**config.mk**
```make
export PLATFORM = sky130hd
export DESIGN_NAME = bht_ctrl
export DESIGN_NICKNAME = d
export VERILOG_FILES = /design/src/rtl/bht_ctrl.sv
export SDC_FILE = /design/constraint.sdc
export NUM_CORES = 1
export LEC_CHECK = 0
export CAP_MARGIN = 30
export CORE_ASPECT_RATIO = 0.7
export CORE_MARGIN = 8
export CORE_UTILIZATION = 30
export DETAILED_ROUTE_END_ITERATION = 10
export PLACE_DENSITY = 0.58
export SLEW_MARGIN = 20
export SYNTH_ARGS = -nofsm -noshare
export SYNTH_HDL_FRONTEND = slang
export SYNTH_SLANG_ARGS = --single-unit
```
**constraint.sdc**
```tcl
create_clock -name clk -period 3.28 [get_ports clk]
set_input_delay 0.492 -clock clk [delete_from_list [all_inputs] [get_ports clk]]
set_output_delay 0.492 -clock clk [all_outputs]
set_load 0.03 [all_outputs]
```
**src/rtl/bht_ctrl.sv**
```systemverilog
// bht_ctrl: branch history table of 2-bit saturating counters with self-clearing init,
// registered prediction with same-cycle update bypass, and a saturating mispredict counter.
module bht_ctrl #(
   parameter int INDEX_BITS = 4,
   parameter int CNT_WIDTH  = 16
) (
   input  logic                 clk,
   input  logic                 reset,
   output logic                 ready,
   input  logic                 lk_valid,
   input  logic [31:0]          lk_pc,
   output logic                 pred_valid,
   output logic                 pred_taken,
   input  logic                 up_valid,
   input  logic [31:0]          up_pc,
   input  logic                 up_taken,
   output logic [CNT_WIDTH-1:0] mispred_cnt
);
   localparam int DEPTH = 1 << INDEX_BITS;
   typedef enum logic {INIT, RUN} state_e;
   state_e                state_q;
   logic [INDEX_BITS-1:0] init_idx_q, lk_idx, up_idx;
   logic [1:0]            tbl_q [DEPTH];
   logic [1:0]            up_old, up_new;
   logic                  ready_q, pred_valid_q, pred_taken_q, mis;
   logic [CNT_WIDTH-1:0]  cnt_q, cnt_d;
   logic                  unused_pc;
   assign unused_pc = ^{lk_pc[31:INDEX_BITS+2], lk_pc[1:0], up_pc[31:INDEX_BITS+2], up_pc[1:0]};
   always_comb begin
      lk_idx = lk_pc[INDEX_BITS+1:2];
      up_idx = up_pc[INDEX_BITS+1:2];
      up_old = tbl_q[up_idx];
      up_new = up_taken ? ((up_old == 2'b11) ? up_old : up_old + 2'd1)
                        : ((up_old == 2'b00) ? up_old : up_old - 2'd1);
      mis    = up_valid && (up_taken != up_old[1]);
      cnt_d  = (mis && cnt_q != '1) ? cnt_q + 1'b1 : cnt_q;
   end
   always_ff @(posedge clk) begin
      if (!reset) begin
         state_q      <= INIT;
         init_idx_q   <= '0;
         ready_q      <= 1'b0;
         pred_valid_q <= 1'b0;
         pred_taken_q <= 1'b0;
         cnt_q        <= '0;
      end else if (state_q == INIT) begin
         tbl_q[init_idx_q] <= 2'b00;
         init_idx_q        <= init_idx_q + 1'b1;
         pred_valid_q      <= 1'b0;
         if (init_idx_q == '1) begin
            state_q <= RUN;
            ready_q <= 1'b1;
         end
      end else begin
         pred_valid_q <= lk_valid;
         // a same-index update in this cycle is forwarded so the prediction sees the new value
         if (lk_valid)
            pred_taken_q <= (up_valid && up_idx == lk_idx) ? up_new[1] : tbl_q[lk_idx][1];
         if (up_valid)
            tbl_q[up_idx] <= up_new;
         cnt_q <= cnt_d;
      end
   end
   assign ready       = ready_q;
   assign pred_valid  = pred_valid_q;
   assign pred_taken  = pred_taken_q;
   assign mispred_cnt = cnt_q;
endmodule

```
==> impl_metrics.env <==
export IMPL_status="finished clean"
export IMPL_path_clk_slew_ns=0.07
export IMPL_finalHoldViolCount=0
export IMPL_cts_num_sinks=56
export IMPL_grt_pass1_vias=1918
export IMPL_holdWs_ns=0.495
export IMPL_setup_ws_ns=0.160
export IMPL_worstPathMaxFanout=10
export IMPL_synth_edf_count=32
export IMPL_layout_drive_gt1_share=0.155
export IMPL_rsz0062_at_grt="no"
export IMPL_place_area_um2=3400
export IMPL_drtAntennaViolNets=0
export IMPL_synth_top_cells_by_area="edfxtp_1 33%, dfxtp_1 17%, mux4_2 11%"
export IMPL_cts_setup_buffers=0
export IMPL_htreeDepth=2
export IMPL_synthesis_area_um2=2870
export IMPL_dieArea_um2=13000
export IMPL_r2r_start="tbl_q[6][1]"
export IMPL_stdcell_count=412
export IMPL_core_area_um2=9500
export IMPL_crit_required_ns=3.32
export IMPL_drc_errors=0
export IMPL_routabilityCongestion=0.812
export IMPL_hp_start="mispred_cnt[9]"
export IMPL_seqPwrFrac=0.508
export IMPL_layout_min_cycle_time_ns=3.12
export IMPL_period_share=0.951
export IMPL_wl_per_cell_um=16.0
export IMPL_clk_latency_ns=0.29
export IMPL_ir_worst_vdd_uv=202
export IMPL_io_pins=88
export IMPL_track_usage=0.103
export IMPL_skew_ns=0.00388
export IMPL_critPathCaptureType="register"
export IMPL_layout_common_cells="35 x nor2_1, 32 x edfxtp_1, 31 x clkdlybuf4s50_1"
export IMPL_intPower_mw=1.16
export IMPL_cts_tree="done"
export IMPL_start_util=0.303
export IMPL_cp_arrival_ns=3.16
export IMPL_hpwl_um=5060
export IMPL_leakage_nw=1.25
export IMPL_root_buffer="clkbuf_16"
export IMPL_die_x_um=133
export IMPL_clockPowerShare=0.404
export IMPL_syn_num_nets=314
export IMPL_stdcell_area_um2=3570
export IMPL_powerDensity_nw_per_um2=413
export IMPL_hold_path_class="register to register"
export IMPL_fmax_mhz=320
export IMPL_yosysTopAreaCell="edfxtp_1"
export IMPL_slew_viol_final=0
export IMPL_ys_seq_elements=56
export IMPL_crit_type="primary input to register"
export IMPL_swShare=0.211
export IMPL_synth_cells=243
export IMPL_wirelength_um=6590
export IMPL_fin_util=0.376
export IMPL_mostFrequentLayoutCell="nor2_1"
export IMPL_antenna_cells=0
export IMPL_dpl_cell_count=403
export IMPL_grt_first_pass_wirelength_um=10700
export IMPL_yosysWarningCount=0
export IMPL_synth_flop_cell="edfxtp_1"
export IMPL_maxCapViolCount=0
export IMPL_die_height_um=97.9
export IMPL_start_kind="primary input"
export IMPL_vias=1999
export IMPL_finalSetupViolations=0
export IMPL_first_pass_iters=4
export IMPL_num_rows=30
export IMPL_slew_headroom=0.649
export IMPL_critPathLaunch="up_pc[4]"
export IMPL_post_cts_resized=0
export IMPL_portBuffers=31
export IMPL_yosysSeqAreaShare=0.502
export IMPL_ys_types=42
export IMPL_area_growth_pct=24.3
export IMPL_async_reset_ff_frac=0
export IMPL_antenna_found_initial=0
export IMPL_cts_hold_buffers_added=0
export IMPL_fin_nets=354
export IMPL_syn_avg_cell_area_um2=11.8
export IMPL_grt_max_degree=21
export IMPL_worstMarginPinSlew_ns=0.525
export IMPL_drt_vias_per_instance=4.85
export IMPL_pwr_share_comb=0.088
export IMPL_dpl_worst_slack_ns=-0.128
export IMPL_switching_power_mw=0.312
export IMPL_yosysTopAreaCellShare=0.334
export IMPL_clockBufferDepth=2
export IMPL_numCtsBuffers=5
export IMPL_drtIter0Drc=192
export IMPL_grt_overflow_total=0
## sequential cells by signal, summed over array words and instances (netlist names)
register and flops:
tbl_q 32, mispred_cnt 16, init_idx_q 4, pred_taken 1, pred_valid 1, ready 1, state_q 1
## cell type report
class	instances	area, um2
clock inverters	2	35.0
clock buffers	6	129
fillers	898	5920
inverters	8	30.0
flip-flops and latches	56	1440
repair buffers	46	435
multi-input cells	166	1340
well taps	128	160
## worst paths after layout
kind | endpoint | slack [ns] | cells past startpoint
setup / recovery | tbl_q[3][0] | 0.16 | 7
hold / removal | mispred_cnt[9] | 0.50 | 2
setup reg to reg | tbl_q[3][0] | 0.62 | 5
hold reg to reg | mispred_cnt[9] | 0.50 | 2
## worst max-delay path: stages
cell and delay (ns):
clkdlybuf4s50_1 0.46, buf_4 0.19, mux4_1 0.61, mux4_2 0.57, maj3_1 0.38, nor2b_1 0.23, buf_4 0.23
## synth_stat cells, types with 2 or more instances
library cell and number:
nand2b_1 4, clkbuf_1 8, a21oi_1 5, a211oi_1 2, inv_1 8, nand3_1 13
mux2i_1 9, a31oi_1 7, buf_2 3, nand4_1 4, dfxtp_1 24, ha_1 2
mux4_2 14, nand3b_1 2, nor3b_1 3, mux2_2 2, o21ai_0 2, and4_1 2
nor2_1 35, nand2_1 13, xor2_1 6, a21oi_2 3, nor4_1 3, a21o_1 5
xnor2_1 7, edfxtp_1 32, nor2b_1 4, mux4_1 3, nor3_1 4, o22ai_1 2
## routing by layer
layer	vias up	GRT usage	share of wire
met2	54	0.150	0.45
met5	-	0	0
met3	6	0.0154	0.052
met4	0	0.0417	0.015
li1	990	-	-
met1	949	0.149	0.49
## power by group through the flow
stage          registers (mW)  clock network (mW)  logic [mW]
3_5_place_dp            0.765                   0       0.131
3_3_place_gp            0.765                   0       0.130
5_1_grt                 0.750               0.635       0.143
2_1_floorplan           0.763                   0      0.0826
6_report                0.750               0.597       0.131
4_1_cts                 0.749               0.606       0.132
## metrics by stage
step	setup TNS, ns	total power [mW]
floorplan	0	0.846
global placement	-3.58	0.895
detailed placement	-1.29	0.896
CTS	0	1.49
global route	0	1.53
finish	0	1.48
## kinds of logic after synthesis
kind of cell / count (synthesis) / synth area share
AND/OR/NAND/NOR: 91 / 0.158
multiplexers: 28 / 0.176
buffers and inverters: 21 / 0.0318
adder cells (fa/ha/maj): 3 / 0.0122
flip-flops: 56 / 0.502
AO/OA/AOI/OAI: 30 / 0.0705
XOR/XNOR: 14 / 0.0492
Note: power is estimated with default switching activity, not from simulation.
